## src/rtl/pulse_transmitter_delay_line_if.sv

```systemverilog
// Bus bundle for the pulse transmitter delay line: control and data inputs
// driven by the sequencer (master), with the delayed tap and status returned by the line (slave).
interface pulse_transmitter_delay_line_if #(
  parameter int WIDTH = 1,
  parameter int DEPTH = 8
);
  localparam int SELW = $clog2(DEPTH + 1);

  logic             en;
  logic             flush;
  logic [SELW-1:0]  delay_sel;
  logic [WIDTH-1:0] sig_in;
  logic [WIDTH-1:0] sig_out;
  logic             valid_out;
  logic             sel_clamped;

  modport master (
    output en, flush, delay_sel, sig_in,
    input  sig_out, valid_out, sel_clamped
  );

  modport slave (
    input  en, flush, delay_sel, sig_in,
    output sig_out, valid_out, sel_clamped
  );
endinterface

```

## src/rtl/pulse_transmitter_delay_line.sv

```systemverilog
// Runtime-programmable 0..DEPTH cycle delay line with stall, flush and a fill-based
// valid flag, used to skew-align pulse transmitter channels.
module pulse_transmitter_delay_line #(
  parameter int               WIDTH       = 1,
  parameter int               DEPTH       = 8,
  parameter logic [WIDTH-1:0] RESET_VALUE = '0
) (
  input logic                     clk,
  input logic                     sys_rst_n,
  pulse_transmitter_delay_line_if.slave bus
);
  localparam int              SELW    = $clog2(DEPTH + 1);
  localparam logic [SELW-1:0] DEPTH_S = SELW'(DEPTH);

  logic [WIDTH-1:0] r_stage [DEPTH];
  logic [SELW-1:0]  r_fill;

  logic [SELW-1:0]  w_eff;
  logic             w_clamp;
  logic [WIDTH-1:0] w_tap;

  // Flush outranks enable, so a sample presented with flush is never captured.
  always_ff @(posedge clk or negedge sys_rst_n) begin
    if (!sys_rst_n) begin
      for (int k = 0; k < DEPTH; k++) r_stage[k] <= RESET_VALUE;
      r_fill <= '0;
    end else if (bus.flush) begin
      for (int k = 0; k < DEPTH; k++) r_stage[k] <= RESET_VALUE;
      r_fill <= '0;
    end else if (bus.en) begin
      r_stage[0] <= bus.sig_in;
      for (int k = 1; k < DEPTH; k++) r_stage[k] <= r_stage[k-1];
      if (r_fill != DEPTH_S) r_fill <= r_fill + SELW'(1);
    end
  end

  // When DEPTH fills the whole select range, no select value can exceed it.
  generate
    if (DEPTH == (2 ** SELW) - 1) begin : g_noclamp
      assign w_clamp = 1'b0;
    end else begin : g_clamp
      assign w_clamp = (bus.delay_sel > DEPTH_S);
    end
  endgenerate

  assign w_eff = w_clamp ? DEPTH_S : bus.delay_sel;

  always_comb begin
    w_tap = bus.sig_in;
    for (int k = 1; k <= DEPTH; k++) begin
      if (w_eff == SELW'(k)) w_tap = r_stage[k-1];
    end
  end

  assign bus.sig_out     = w_tap;
  assign bus.valid_out   = (r_fill >= w_eff);
  assign bus.sel_clamped = w_clamp;

endmodule

```

## src/flat_wrapper.sv

```systemverilog
// flat-port wrapper written by rule: the top's interface ports become plain ports
module pulse_transmitter_delay_line_flat 
#(
  parameter int               WIDTH       = 1,
  parameter int               DEPTH       = 8,
  parameter logic [WIDTH-1:0] RESET_VALUE = '0
)
  (clk, sys_rst_n, bus_en, bus_flush, bus_delay_sel, bus_sig_in, bus_sig_out, bus_valid_out, bus_sel_clamped);
  pulse_transmitter_delay_line_if #(.WIDTH(WIDTH), .DEPTH(DEPTH)) bus_i ();
  input logic clk;
  input logic sys_rst_n;
  input wire logic [$bits(bus_i.en)-1:0] bus_en;
  input wire logic [$bits(bus_i.flush)-1:0] bus_flush;
  input wire logic [$bits(bus_i.delay_sel)-1:0] bus_delay_sel;
  input wire logic [$bits(bus_i.sig_in)-1:0] bus_sig_in;
  output wire logic [$bits(bus_i.sig_out)-1:0] bus_sig_out;
  output wire logic [$bits(bus_i.valid_out)-1:0] bus_valid_out;
  output wire logic [$bits(bus_i.sel_clamped)-1:0] bus_sel_clamped;
  assign bus_i.en = bus_en;
  assign bus_i.flush = bus_flush;
  assign bus_i.delay_sel = bus_delay_sel;
  assign bus_i.sig_in = bus_sig_in;
  assign bus_sig_out = bus_i.sig_out;
  assign bus_valid_out = bus_i.valid_out;
  assign bus_sel_clamped = bus_i.sel_clamped;
  pulse_transmitter_delay_line #(.WIDTH(WIDTH), .DEPTH(DEPTH), .RESET_VALUE(RESET_VALUE)) u_core (.clk(clk), .sys_rst_n(sys_rst_n), .bus(bus_i));
endmodule
```

## config.mk

```make
export PLATFORM = sky130hd
export DESIGN_NAME = pulse_transmitter_delay_line_flat
export DESIGN_NICKNAME = d
export VERILOG_FILES = /design/src/rtl/pulse_transmitter_delay_line_if.sv /design/src/rtl/pulse_transmitter_delay_line.sv /design/src/flat_wrapper.sv
export SDC_FILE = /design/constraint.sdc
export NUM_CORES = 1
export LEC_CHECK = 0
export ABC_AREA = 1
export BUFFER_PORTS_ARGS = -buffer_cell sky130_fd_sc_hd__buf_2
export CORE_MARGIN = 2
export CORE_UTILIZATION = 45
export DETAILED_ROUTE_END_ITERATION = 8
export PLACE_DENSITY_LB_ADDON = 0.2
export REMOVE_ABC_BUFFERS = 1
export SETUP_SLACK_MARGIN = 0.2
export SLEW_MARGIN = 20
export SYNTH_ARGS = -nofsm -noshare
export SYNTH_HDL_FRONTEND = slang
export SYNTH_SLANG_ARGS = --single-unit
export TNS_END_PERCENT = 20
```

## constraint.sdc

```tcl
create_clock -name clk -period 1.15 [get_ports clk]
set_input_delay 0.115 -clock clk [delete_from_list [all_inputs] [get_ports clk]]
set_output_delay 0.115 -clock clk [all_outputs]
set_load 0.02 [all_outputs]
```

# Word level (Yosys, flattened, before mapping)
# Cells that the tools add are included.
dict set report totals {
  mem_bits_rw 0
  ff_bits 12
  romBits 0
  mem_count 0
  latch_bits 0
  in_bits 9
  output_inout_bits 3
  word_cells 38
}
dict set report classes {
  order_cmp 2
  n_reduce_logical 3
  shifts 0
  mux 14
  eq_ne 9
  n_mul 0
  div_mod_pow 0
  bitwise_logic 0
  n_addsub 1
}
# op count
set op_table {}
lappend op_table {{$eq 4x3->1 const B} 4}
lappend op_table {{$mux 4} 4}
lappend op_table {{$mux 8} 2}
lappend op_table {{$eq 4x2->1 const B} 2}
lappend op_table {{$mux 1} 8}
lappend op_table {{$add 4x1->4 const B} 1}
lappend op_table {{$eq 4x1->1 const B} 1}
lappend op_table {{$eq 4x4->1 const B} 1}
lappend op_table {{$ge 4x4->1} 1}
lappend op_table {{$gt 4x4->1 const B} 1}
lappend op_table {{$ne 4x4->1 const B} 1}
lappend op_table {{$reduce_bool 2->1} 2}
lappend op_table {{$reduce_and 2->1} 1}

# Depth between registers and ports, before layout
# Gate-level depths: netlist of the first run.
dict set report logic_depth {
  word_depth 11
  ltp_mapped 14
  ltp_nobuf 14
}

# Worst setup path before layout of the first run
# Ideal clock, no wire load.
dict set report synth_path {
  kind {register to output}
  startpoint {register u_core.r_fill[3]}
  endpoint {output bus_valid_out}
  slack_ns -0.030
  required_time_ns 1.035
  path_stages_with_launch 4
  n_path_buf 0
  t_arrival_ns 1.065
  cell_sequence {dfrtp_1 ha_1 nand2_1 o21ai_1}
}
dict set report synth_between {
  elab_chain_cells 1
}
# element line
set synth_lines {}
lappend synth_lines {{start: declaration} pulse_transmitter_delay_line.sv:16} ;# logic [SELW-1:0] r_fill;
lappend synth_lines {{start signal: assignment} pulse_transmitter_delay_line.sv:33} ;# if (r_fill != DEPTH_S) r_fill <= r_fill + SELW'(1);
lappend synth_lines {{$ge 4x4->1} pulse_transmitter_delay_line.sv:56} ;# assign bus.valid_out = (r_fill >= w_eff);
lappend synth_lines {{end: declaration} flat_wrapper.sv:17} ;# output wire logic [$bits(bus_i.valid_out)-1:0] bus_valid_out;
# No other way between the ends.

# Worst setup path after layout of the first run
dict set report layout_path {
  startpoint {register u_core.r_stage[7] in the netlist's numbering}
  endpoint {output bus_sig_out}
}
dict set report layout_between {
  elab_chain_cells 8
}
# element line
set layout_lines {}
lappend layout_lines {{start: declaration} pulse_transmitter_delay_line.sv:15} ;# logic [WIDTH-1:0] r_stage [DEPTH];
lappend layout_lines {{$mux 1 (8 in a row)} pulse_transmitter_delay_line.sv:51} ;# if (w_eff == SELW'(k)) w_tap = r_stage[k-1];
lappend layout_lines {{end: declaration} flat_wrapper.sv:16} ;# output wire logic [$bits(bus_i.sig_out)-1:0] bus_sig_out;
# No other way between the ends.

==> results of run 1 <==
## per-layer routing
metal / track usage [%] / vias to the layer above / part of all wire (%)
li1: - / 394 / -
met5: 0 / - / 0
met4: 8.82 / 0 / 0.58
met1: 27.3 / 350 / 49
met3: 3.60 / 2 / 3.5
met2: 36.3 / 19 / 47
## worst max-delay path, delay by kind of cell, from the launching register on
kind	cells	cell delay [ps]
buffers and inverters	2	190
flip-flops	1	380
AND/OR/NAND/NOR	11	610
## kinds of logic after synthesis
group,Yosys count,share of synthesized area (%)
simple gates,42,25.7
buf+inv,20,11.6
compound gates,19,14.2
flops,12,39.2
fa+ha+maj,5,8.17
xor+xnor,1,1.14
## state kept, by name, summed over array words and instances, names as in the netlist
| register | flops |
|---|---|
| u_core.r_stage | 8 |
| u_core.r_fill | 4 |
## synthesized netlist by cell type (3+ instances only)
library cell / number / area share (%)
dfrtp_1: 12 / 39
ha_1: 5 / 8.2
o21ai_1: 4 / 2.6
nand4_1: 3 / 2.5
o22ai_1: 7 / 5.7
a21oi_1: 4 / 2.6
nand3_1: 7 / 4.6
inv_1: 11 / 5.4
nor2_1: 7 / 3.4
nand2_1: 19 / 9.3
inv_2: 8 / 3.9
## repair_timing
item / 4_1_cts / 5_1_grt
endpoints found under the setup margin: 6 / 6
hold buffers: 1 / 0
resized for setup: 4 / 5
pin swaps: 3 / 2
hold endpoints to repair: 12 / 0
## where the power goes
part           internal (mW)  total [mW]  switching, mW
registers              0.439       0.454         0.0147
clock network          0.192       0.340          0.147
logic                  0.147       0.307          0.160
total                  0.779        1.10          0.322
## worst paths after layout
path | from | to | slack [ps] | cells past startpoint
setup / recovery | u_core.r_stage[7]$_DFFE_PN0P_ | bus_sig_out | -410 | 13
hold / removal | bus_flush | u_core.r_fill[3]$_DFFE_PN0P_ | 60 | 2
setup reg to reg | u_core.r_fill[1]$_DFFE_PN0P_ | u_core.r_fill[2]$_DFFE_PN0P_ | -80 | 8
hold reg to reg | u_core.r_stage[0]$_DFFE_PN0P_ | u_core.r_stage[0]$_DFFE_PN0P_ | 520 | 2
max in group asynchronous | sys_rst_n | u_core.r_stage[6]$_DFFE_PN0P_ | 680 | 2
min in group asynchronous | sys_rst_n | u_core.r_fill[1]$_DFFE_PN0P_ | 250 | 2
## cells in the final DEF (no fill, tap or decap), types with 2 or more instances in the layout
master,count
nor2_1,7
buf_4,18
a21oi_1,3
inv_1,9
nand4_1,3
nand2_1,18
ha_1,4
nor2_2,2
inv_2,10
o21ai_1,3
clkbuf_4,3
o22ai_1,7
o21ai_0,2
buf_2,10
nand3_1,7
nand2_2,2
dfrtp_1,12
## layout make-up
class	count	share of cell area, %
tap	16	1.90
clock buffer	4	3.45
sequential	12	28.6
inverter	20	8.45
multi-input combinational	67	38.0
timing repair buffer	30	19.6
==> impl_metrics.ini, run 1 <==
[final_layout]
post-route-util_pct = 67.4
drive_gt1_share_pct = 39.8
finalNonFillerCells = 149
insertedDiodeCount = 0
multi_input_area_um2 = 399
finalNetCount = 148
seq_area_um2 = 300
stdcell_area_um2 = 1050
nFillCells = 140
syn2layout_area_growth_pct = 37.3

[timing]
clock.fmax_mhz = 639
worst_slew_pin_slew_ps = 333
period_minus_slack_ps = 1560
setup_viol = 5
finalSetupTns_ps = -890
rsz0062_at_grt = true
hold_viol_final = 0
fin_skew_ps = 2.37
drv_slew = 0
worst_hold_slack_ps = 55.1
slew_headroom_pct = 77.6
setup_ws_ps = -415
finalCritPeriodShare_pct = 136

[yosys]
synth_edf_count = 0
yosysUniqueCellTypes = 21
yosys_most_used_dff = dfrtp_1
synth-seq-cells = 12
synth_area_um2 = 766
syn_avg_cell_area_um2 = 7.73
ys_warn_count = 0
synth_async_sr_flop_share_pct = 100
syn_inst = 99
synth-seq-area-share_pct = 39.2

[placement]
dpl_cell_area_um2 = 976
pre_cts_ws_ps = -195
place.port_buffers = 11
placedCellCount = 144
dp_hpwl_mm = 1.33
gp_congestion = 0.845

[setup_path]
worstPathCellList = inv_2 -> nand4_1 -> nand3_1 -> nand2_1 -> nand2_1 -> nand2_1 -> nand2_1 -> nand2_1 -> nand2_1 -> nand2_1 -> nand2_1 -> nand2_1 -> buf_6
start_kind = register
critPathKind = reg2out
crit_slowest_cell = dfrtp_1
worstSetupEndpointType = output pin
slowest_delay_ps = 380
crit_arrival_ps = 1450
worstPathRequired_ps = 1030
critical_path.most_common_cell = nand2_1
critPathMaxFanout = 2

[clock_tree]
root_buffer = clkbuf_4
clkSinkCount = 12
numCtsBuffers = 3
cts_tree = built
cts.path.max_buffers = 2
htree_levels = 1
clkTransAtPathRegs_ps = 80
post-cts-setup-buffers = 0
clock_latency_ps = 270

[die]
initial_core_util_pct = 49.1
dieArea_um2 = 2050
die_y_um = 45.3
ios = 12
rows = 14
core_area_um2 = 1560
die_w_um = 45.3

[routing]
drt_iter0_markers = 11
wire_per_inst_um = 11.6
drtPass1Iterations = 4
via_count = 765
postRouteAntennaNets = 0
post-route-drc-count = 0
wl_mm = 1.72
viasPerCell = 5.13

[pwr]
p_per_area_nw_per_um2 = 1050
ir_drop_uv = 818
cellLeakagePower_nw = 0.539
fin_total_pwr_mw = 1.10

[worst_hold_path]
min_path_type = in2reg

[global_route]
grt.overflow.total = 0
grt_pass1_wl_mm = 3.13
track_usage_pct = 21.6
grt_max_degree = 13
grt_pass1_vias = 738
antenna_found_initial = 0

[job]
cap_violations = 0

[status]
violations = setup timing
outcome = finished with violations
No activity file was read; power rests on OpenSTA's default activity.
==> inputs of run 2 (changes only) <==
--- a/config.mk
+++ b/config.mk
@@ -5,14 +5,15 @@
 export SDC_FILE = /design/constraint.sdc
 export NUM_CORES = 1
 export LEC_CHECK = 0
-export ABC_AREA = 1
+export ABC_AREA = 0
 export BUFFER_PORTS_ARGS = -buffer_cell sky130_fd_sc_hd__buf_2
 export CORE_MARGIN = 2
 export CORE_UTILIZATION = 45
 export DETAILED_ROUTE_END_ITERATION = 8
 export PLACE_DENSITY_LB_ADDON = 0.2
+export RECOVER_POWER = 100
 export REMOVE_ABC_BUFFERS = 1
-export SETUP_SLACK_MARGIN = 0.2
+export SETUP_SLACK_MARGIN = 0.05
 export SLEW_MARGIN = 20
 export SYNTH_ARGS = -nofsm -noshare
 export SYNTH_HDL_FRONTEND = slang
==> run 2 against run 1 <==
Effect of this change:
- the run still ends with setup timing left
- cell area increased by 1.7%
- clock power increased by 2%
- fmax increased by 2.1%
- critical endpoint is now bus_valid_out
==> impl_metrics.ini, run 2 <==
[final_layout]
drive_gt1_share_pct = 39.0
finalNonFillerCells = 134
seq_area_um2 = 300
final_common_cell = buf_4
insertedDiodeCount = 0
finalNetCount = 133
nFillCells = 131
largest_register = u_core.r_stage
syn2layout_area_growth_pct = 40.2
final_cell_mix = buf_4, nor2_1, dfrtp_1
multi_input_area_um2 = 450
largest_registers = u_core.r_stage x8, u_core.r_fill x4
largest_reg_flops = 8

[yosys]
yosys_most_used_dff = dfrtp_1
yosysUniqueCellTypes = 25
synth_async_sr_flop_share_pct = 100
syn_inst = 82
synth.most_common_cell = nor2_1
ys_warn_count = 0
synth_top_cell_by_area = dfrtp_1
syn_avg_cell_area_um2 = 9.29
synth-seq-cells = 12
synth-seq-area-share_pct = 39.4
ys_top_cells_by_count = nor2_1, dfrtp_1, mux2i_1
yosys.area.top_type_share_pct = 39.4
synth_area_um2 = 762
yosys-top-cells-area = dfrtp_1, mux2i_1, nor2_1, ha_1, nand2b_4
synth_edf_count = 0

[clock_tree]
clkTransAtPathRegs_ps = 80
root_buffer = clkbuf_4
numCtsBuffers = 3
cts_tree = built
cts.path.max_buffers = 2
clkSinkCount = 12
clock_latency_ps = 280
htree_levels = 1

[setup_path]
r2r_cells = 8
reg2reg_slack_ps = -260
worstReg2RegEnd = u_core.r_fill[1]$_DFFE_PN0P_
start_kind = register
path_depth = 5
worstPathRequired_ps = 1030
slowest_delay_ps = 410
cp_top_family = flip-flops
critPathKind = reg2out
crit_arrival_ps = 1420
cp.buffers_inverters = 1
worstPathCellList = ha_1 -> o21a_1 -> o21ai_1 -> a21oi_1 -> buf_4
critPathMaxFanout = 2
reg2reg_from = u_core.r_fill[1]$_DFFE_PN0P_
worstSetupEndpointType = output pin
crit_slowest_cell = dfrtp_1

[die]
initial_core_util_pct = 49.4
rows = 14
ios = 12
die_y_um = 45.2
core_area_um2 = 1540
die_w_um = 45.2
dieArea_um2 = 2040

[placement]
gp_congestion = 0.763
dp_hpwl_mm = 1.20
place.port_buffers = 11
placedCellCount = 128
pre_cts_ws_ps = -175

[routing]
via_count = 704
drt_iter0_markers = 11
post-route-drc-count = 0
drtPass1Iterations = 4
wire_per_inst_um = 11.8
wl_mm = 1.58
viasPerCell = 5.25
postRouteAntennaNets = 0

[pwr]
p_per_area_nw_per_um2 = 954
ir_drop_uv = 784
fin_total_pwr_mw = 1.02
cellLeakagePower_nw = 0.545

[global_route]
grt_pass1_vias = 706
grt_max_degree = 13
track_usage_pct = 20.3
grt_pass1_wl_mm = 2.92
antenna_found_initial = 0
grt.overflow.total = 0

[worst_hold_path]
min_to = u_core.r_stage[7]$_DFFE_PN0P_
whs_path_depth = 3
worstHoldStart = bus_sig_in
min_path_type = in2reg

[timing]
setup_ws_ps = -382
worst_slew_pin_slew_ps = 647
fin_skew_ps = 4.46
clock.fmax_mhz = 653
period_minus_slack_ps = 1530
hold_viol_final = 0
slew_headroom_pct = 56.8
finalCritPeriodShare_pct = 133
setup_viol = 5
drv_slew = 0
finalSetupTns_ps = -1360
rsz0062_at_grt = true

[status]
outcome = finished with violations
violations = setup timing

[job]
cap_violations = 0
[run 2: cell count changes after synthesis, sizes merged, moves of 2 or more]
cell    before  now
nand2       21    5
inv         19    4
nor2         9   19
mux2i        0    9
nand3        8    0
o22ai        7    1
a21oi        4    1
buf          0    3
nand2b       0    2
[run 2: routing by layer]
metal  routed length (um)  global-route usage, %
met5                    0                      0
met3                   63                   2.40
met4                   45                   12.4
met1                  724                   25.1
met2                  747                   33.4
[run 2: per-stage QoR]
| step | instance area, um^2 | hold WS [ps] | utilization (%) |
|---|---|---|---|
| floorplan | 737 | -181 | - |
| global placement | 985 | 3.35 | 63.9 |
| detailed placement | 985 | 8.68 | 63.9 |
| CTS | 1060 | 114 | 68.5 |
| global route | 1070 | 131 | 69.3 |
| finish | 1070 | 125 | 69.3 |
[run 2: report_power, final]
| group | leakage (nW) | internal (mW) | switching (mW) |
|---|---|---|---|
| Sequential | 0.165 | 0.433 | 0.00715 |
| Clock | 0.0210 | 0.193 | 0.153 |
| Combinational | 0.359 | 0.119 | 0.114 |
| Total | 0.545 | 0.745 | 0.275 |
[run 2: worst max-delay path by stage]
stage                                  startpoint                      endpoint  slack, ps
global placement     u_core.r_fill[1]$_DFFE_PN0P_  u_core.r_fill[1]$_DFFE_PN0P_       -170
detailed placement   u_core.r_fill[1]$_DFFE_PN0P_  u_core.r_fill[1]$_DFFE_PN0P_       -180
CTS                 u_core.r_stage[2]$_DFFE_PN0P_                   bus_sig_out       -390
global route         u_core.r_fill[1]$_DFFE_PN0P_                 bus_valid_out       -480
floorplan           u_core.r_stage[2]$_DFFE_PN0P_                   bus_sig_out       -220
finish               u_core.r_fill[1]$_DFFE_PN0P_                 bus_valid_out       -380
[run 2: cell type report]
| type | instances | area share [%] |
|---|---|---|
| well taps | 16 | 1.87 |
| flip-flops and latches | 12 | 28.1 |
| multi-input cells | 62 | 42.2 |
| inverters | 4 | 1.41 |
| repair buffers | 36 | 23.1 |
| clock buffers | 4 | 3.40 |
[run 2: cells by family (layout without fill, tap and decap cells)]
group / after synthesis / after routing / share of synthesized area (%)
AND/OR/NAND/NOR: 30 / 30 / 18.7
buffers and inverters: 8 / 44 / 5.25
multiplexers: 10 / 10 / 13.3
XOR/XNOR: 3 / 3 / 3.45
adder cells (fa/ha/maj): 5 / 5 / 8.21
flip-flops: 12 / 12 / 39.4
AO/OA/AOI/OAI: 14 / 14 / 11.7
[run 2: worst register-to-register path, stage by stage, from the launching register on]
cell	delay, ps
dfrtp_1	410
buf_4	150
inv_1	50
ha_2	160
nand2_2	60
o21ai_2	110
buf_4	130
mux2i_1	170
nor2_1	60
[run 2: repair_timing]
| action | CTS | global route |
|---|---|---|
| pin swaps | 4 | 2 |
| buffers inserted | 1 | 0 |
| hold buffers | 1 | 0 |
| endpoints found under the hold margin | 12 | 0 |
| resized for setup | 6 | 5 |
| setup endpoints to repair | 5 | 6 |
==> inputs of run 3 (changes only) <==
--- a/config.mk
+++ b/config.mk
@@ -5,14 +5,13 @@
 export SDC_FILE = /design/constraint.sdc
 export NUM_CORES = 1
 export LEC_CHECK = 0
-export ABC_AREA = 0
+export ABC_AREA = 1
 export BUFFER_PORTS_ARGS = -buffer_cell sky130_fd_sc_hd__buf_2
 export CORE_MARGIN = 2
 export CORE_UTILIZATION = 45
 export DETAILED_ROUTE_END_ITERATION = 8
 export PLACE_DENSITY_LB_ADDON = 0.2
 export RECOVER_POWER = 100
-export REMOVE_ABC_BUFFERS = 1
 export SETUP_SLACK_MARGIN = 0.05
 export SLEW_MARGIN = 20
 export SYNTH_ARGS = -nofsm -noshare
==> run 3 against run 2 <==
Effect of this change:
- the run still ends with setup timing left
- hold slack got worse by 64 ps
- worst setup slack got worse by 37 ps
- combinational power up 40%
- cell count increased by 12%
- global-route usage is 1.3 points higher
- power increased by 9.8%
- first-iteration DRC count up 9.1%
- cell area grew 1.3%
- sequential share of layout area decreased by 0.36 points
- sequential power grew 3%
- critical endpoint is now bus_sig_out
- largest cell class unchanged
- largest power group unchanged
==> impl_metrics.ini, run 3 (synthesis gave the netlist of run 1 again) <==
[status]
outcome = finished with violations
violations = setup timing

[timing]
rsz0062_at_grt = true
drv_slew = 0
fin_skew_ps = 0.837
finalSetupTns_ps = -773
worst_slew_pin_slew_ps = 661
hold_viol_final = 0
period_minus_slack_ps = 1570
slew_headroom_pct = 55.9
setup_ws_ps = -420
finalCritPeriodShare_pct = 136
setup_viol = 3
clock.fmax_mhz = 637

[routing]
top_layer = met4
postRouteAntennaNets = 0
drtPass1Iterations = 5
post-route-drc-count = 0
drt_iter0_markers = 12
viasPerCell = 5.10
met2_length_um = 897
drt-met1-wl_um = 818
wire_per_inst_um = 12.1
via_count = 765
wl_met3_um = 80
wl_mm = 1.81

[final_layout]
syn2layout_area_growth_pct = 41.3
finalNetCount = 149
nFillCells = 137
largest_reg_flops = 8
largest_register = u_core.r_stage
final_cell_mix = buf_4, nand2_1, dfrtp_1
final_common_cell = buf_4
drive_gt1_share_pct = 44.8
insertedDiodeCount = 0
largest_registers = u_core.r_stage x8, u_core.r_fill x4
post-route-util_pct = 69.4
stdcell_area_um2 = 1080

[pwr]
p_per_area_nw_per_um2 = 1030
fin_total_pwr_mw = 1.12
cellLeakagePower_nw = 0.547
ir_drop_uv = 948

[placement]
place.port_buffers = 11
dp_hpwl_mm = 1.35
dpl_cell_area_um2 = 980
gp_congestion = 0.822

[setup_path]
start_kind = register
reg2reg_slack_ps = -60
critPathKind = reg2out
critPathMaxFanout = 2
worstPathRequired_ps = 1030
worstSetupEndpointType = output pin
crit_arrival_ps = 1450

[job]
cap_violations = 0

[clock_tree]
clock_latency_ps = 270
numCtsBuffers = 3
cts.path.max_buffers = 2
root_buffer = clkbuf_4
clkSinkCount = 12
htree_levels = 1
cts_tree = built
clkTransAtPathRegs_ps = 80

[global_route]
grt_pass1_vias = 759
grt_max_degree = 13
grt_pass1_wl_mm = 3.10
track_usage_pct = 21.6
grt.overflow.total = 0
antenna_found_initial = 0

[die]
die_y_um = 45.3
initial_core_util_pct = 49.1
rows = 14
dieArea_um2 = 2050
core_area_um2 = 1560
die_w_um = 45.3
ios = 12

[worst_hold_path]
min_path_type = in2reg

[yosys]
syn-num-nets = 113
[run 3: report_power, final]
part | internal (mW) | total (mW) | switching (mW)
sequential | 0.439 | 0.454 | 0.0148
clock | 0.193 | 0.339 | 0.146
combinational | 0.156 | 0.327 | 0.171
total | 0.788 | 1.12 | 0.332
[run 3: critical path, cell delays in order, from the launching register on]
cell and delay [ps]:
dfrtp_1 390, inv_2 60, nand4_1 90, nand3_1 80, nand2_1 50, nand2_1 50, nand2_1 40, nand2_1 50
nand2_1 40, nand2_1 50, nand2_1 40, nand2_1 60, nand2_2 50, buf_6 120
[run 3: worst paths after layout]
kind	start	end	cells past startpoint
worst min register to register	u_core.r_stage[0]$_DFFE_PN0P_	u_core.r_stage[0]$_DFFE_PN0P_	2
min in group asynchronous	sys_rst_n	u_core.r_fill[0]$_DFFE_PN0P_	2
max in group asynchronous	sys_rst_n	u_core.r_stage[6]$_DFFE_PN0P_	2
worst max-delay path	u_core.r_stage[7]$_DFFE_PN0P_	bus_sig_out	13
worst max register to register	u_core.r_fill[1]$_DFFE_PN0P_	u_core.r_fill[2]$_DFFE_PN0P_	8
worst min-delay path	bus_flush	u_core.r_fill[3]$_DFFE_PN0P_	2
[run 3: layout make-up]
| type | count | area [um^2] | area share [%] |
|---|---|---|---|
| Sequential cell | 12 | 300 | 27.7 |
| Clock buffer | 4 | 36.3 | 3.35 |
| Inverter | 20 | 91.3 | 8.44 |
| Multi-Input combinational cell | 67 | 422 | 39.0 |
| Tap cell | 16 | 20.0 | 1.85 |
| Timing Repair Buffer | 31 | 213 | 19.7 |
[run 3: routing by layer]
layer  up-vias  GRT usage (%)
met2        29           37.4
li1        397              -
met3         2           4.40
met5         -              0
met4         0           9.41
met1       337           25.6
[run 3: what timing repair did]
action	in CTS	in global routing
setup buffers	1	1
hold endpoints to repair	12	0
hold buffers	1	0
setup endpoints to repair	6	6
pin swaps	3	4
resized for setup	5	7
[run 3: through the flow]
step / setup WS [ps] / cells / hold WS (ps)
2_1_floorplan: -3.49 / 99 / -181
3_3_place_gp: -186 / 143 / 2.55
4_1_cts: -439 / 149 / 54.4
5_1_grt: -600 / 150 / 67.9
3_5_place_dp: -210 / 143 / 8.94
6_report: -420 / 150 / 60.4
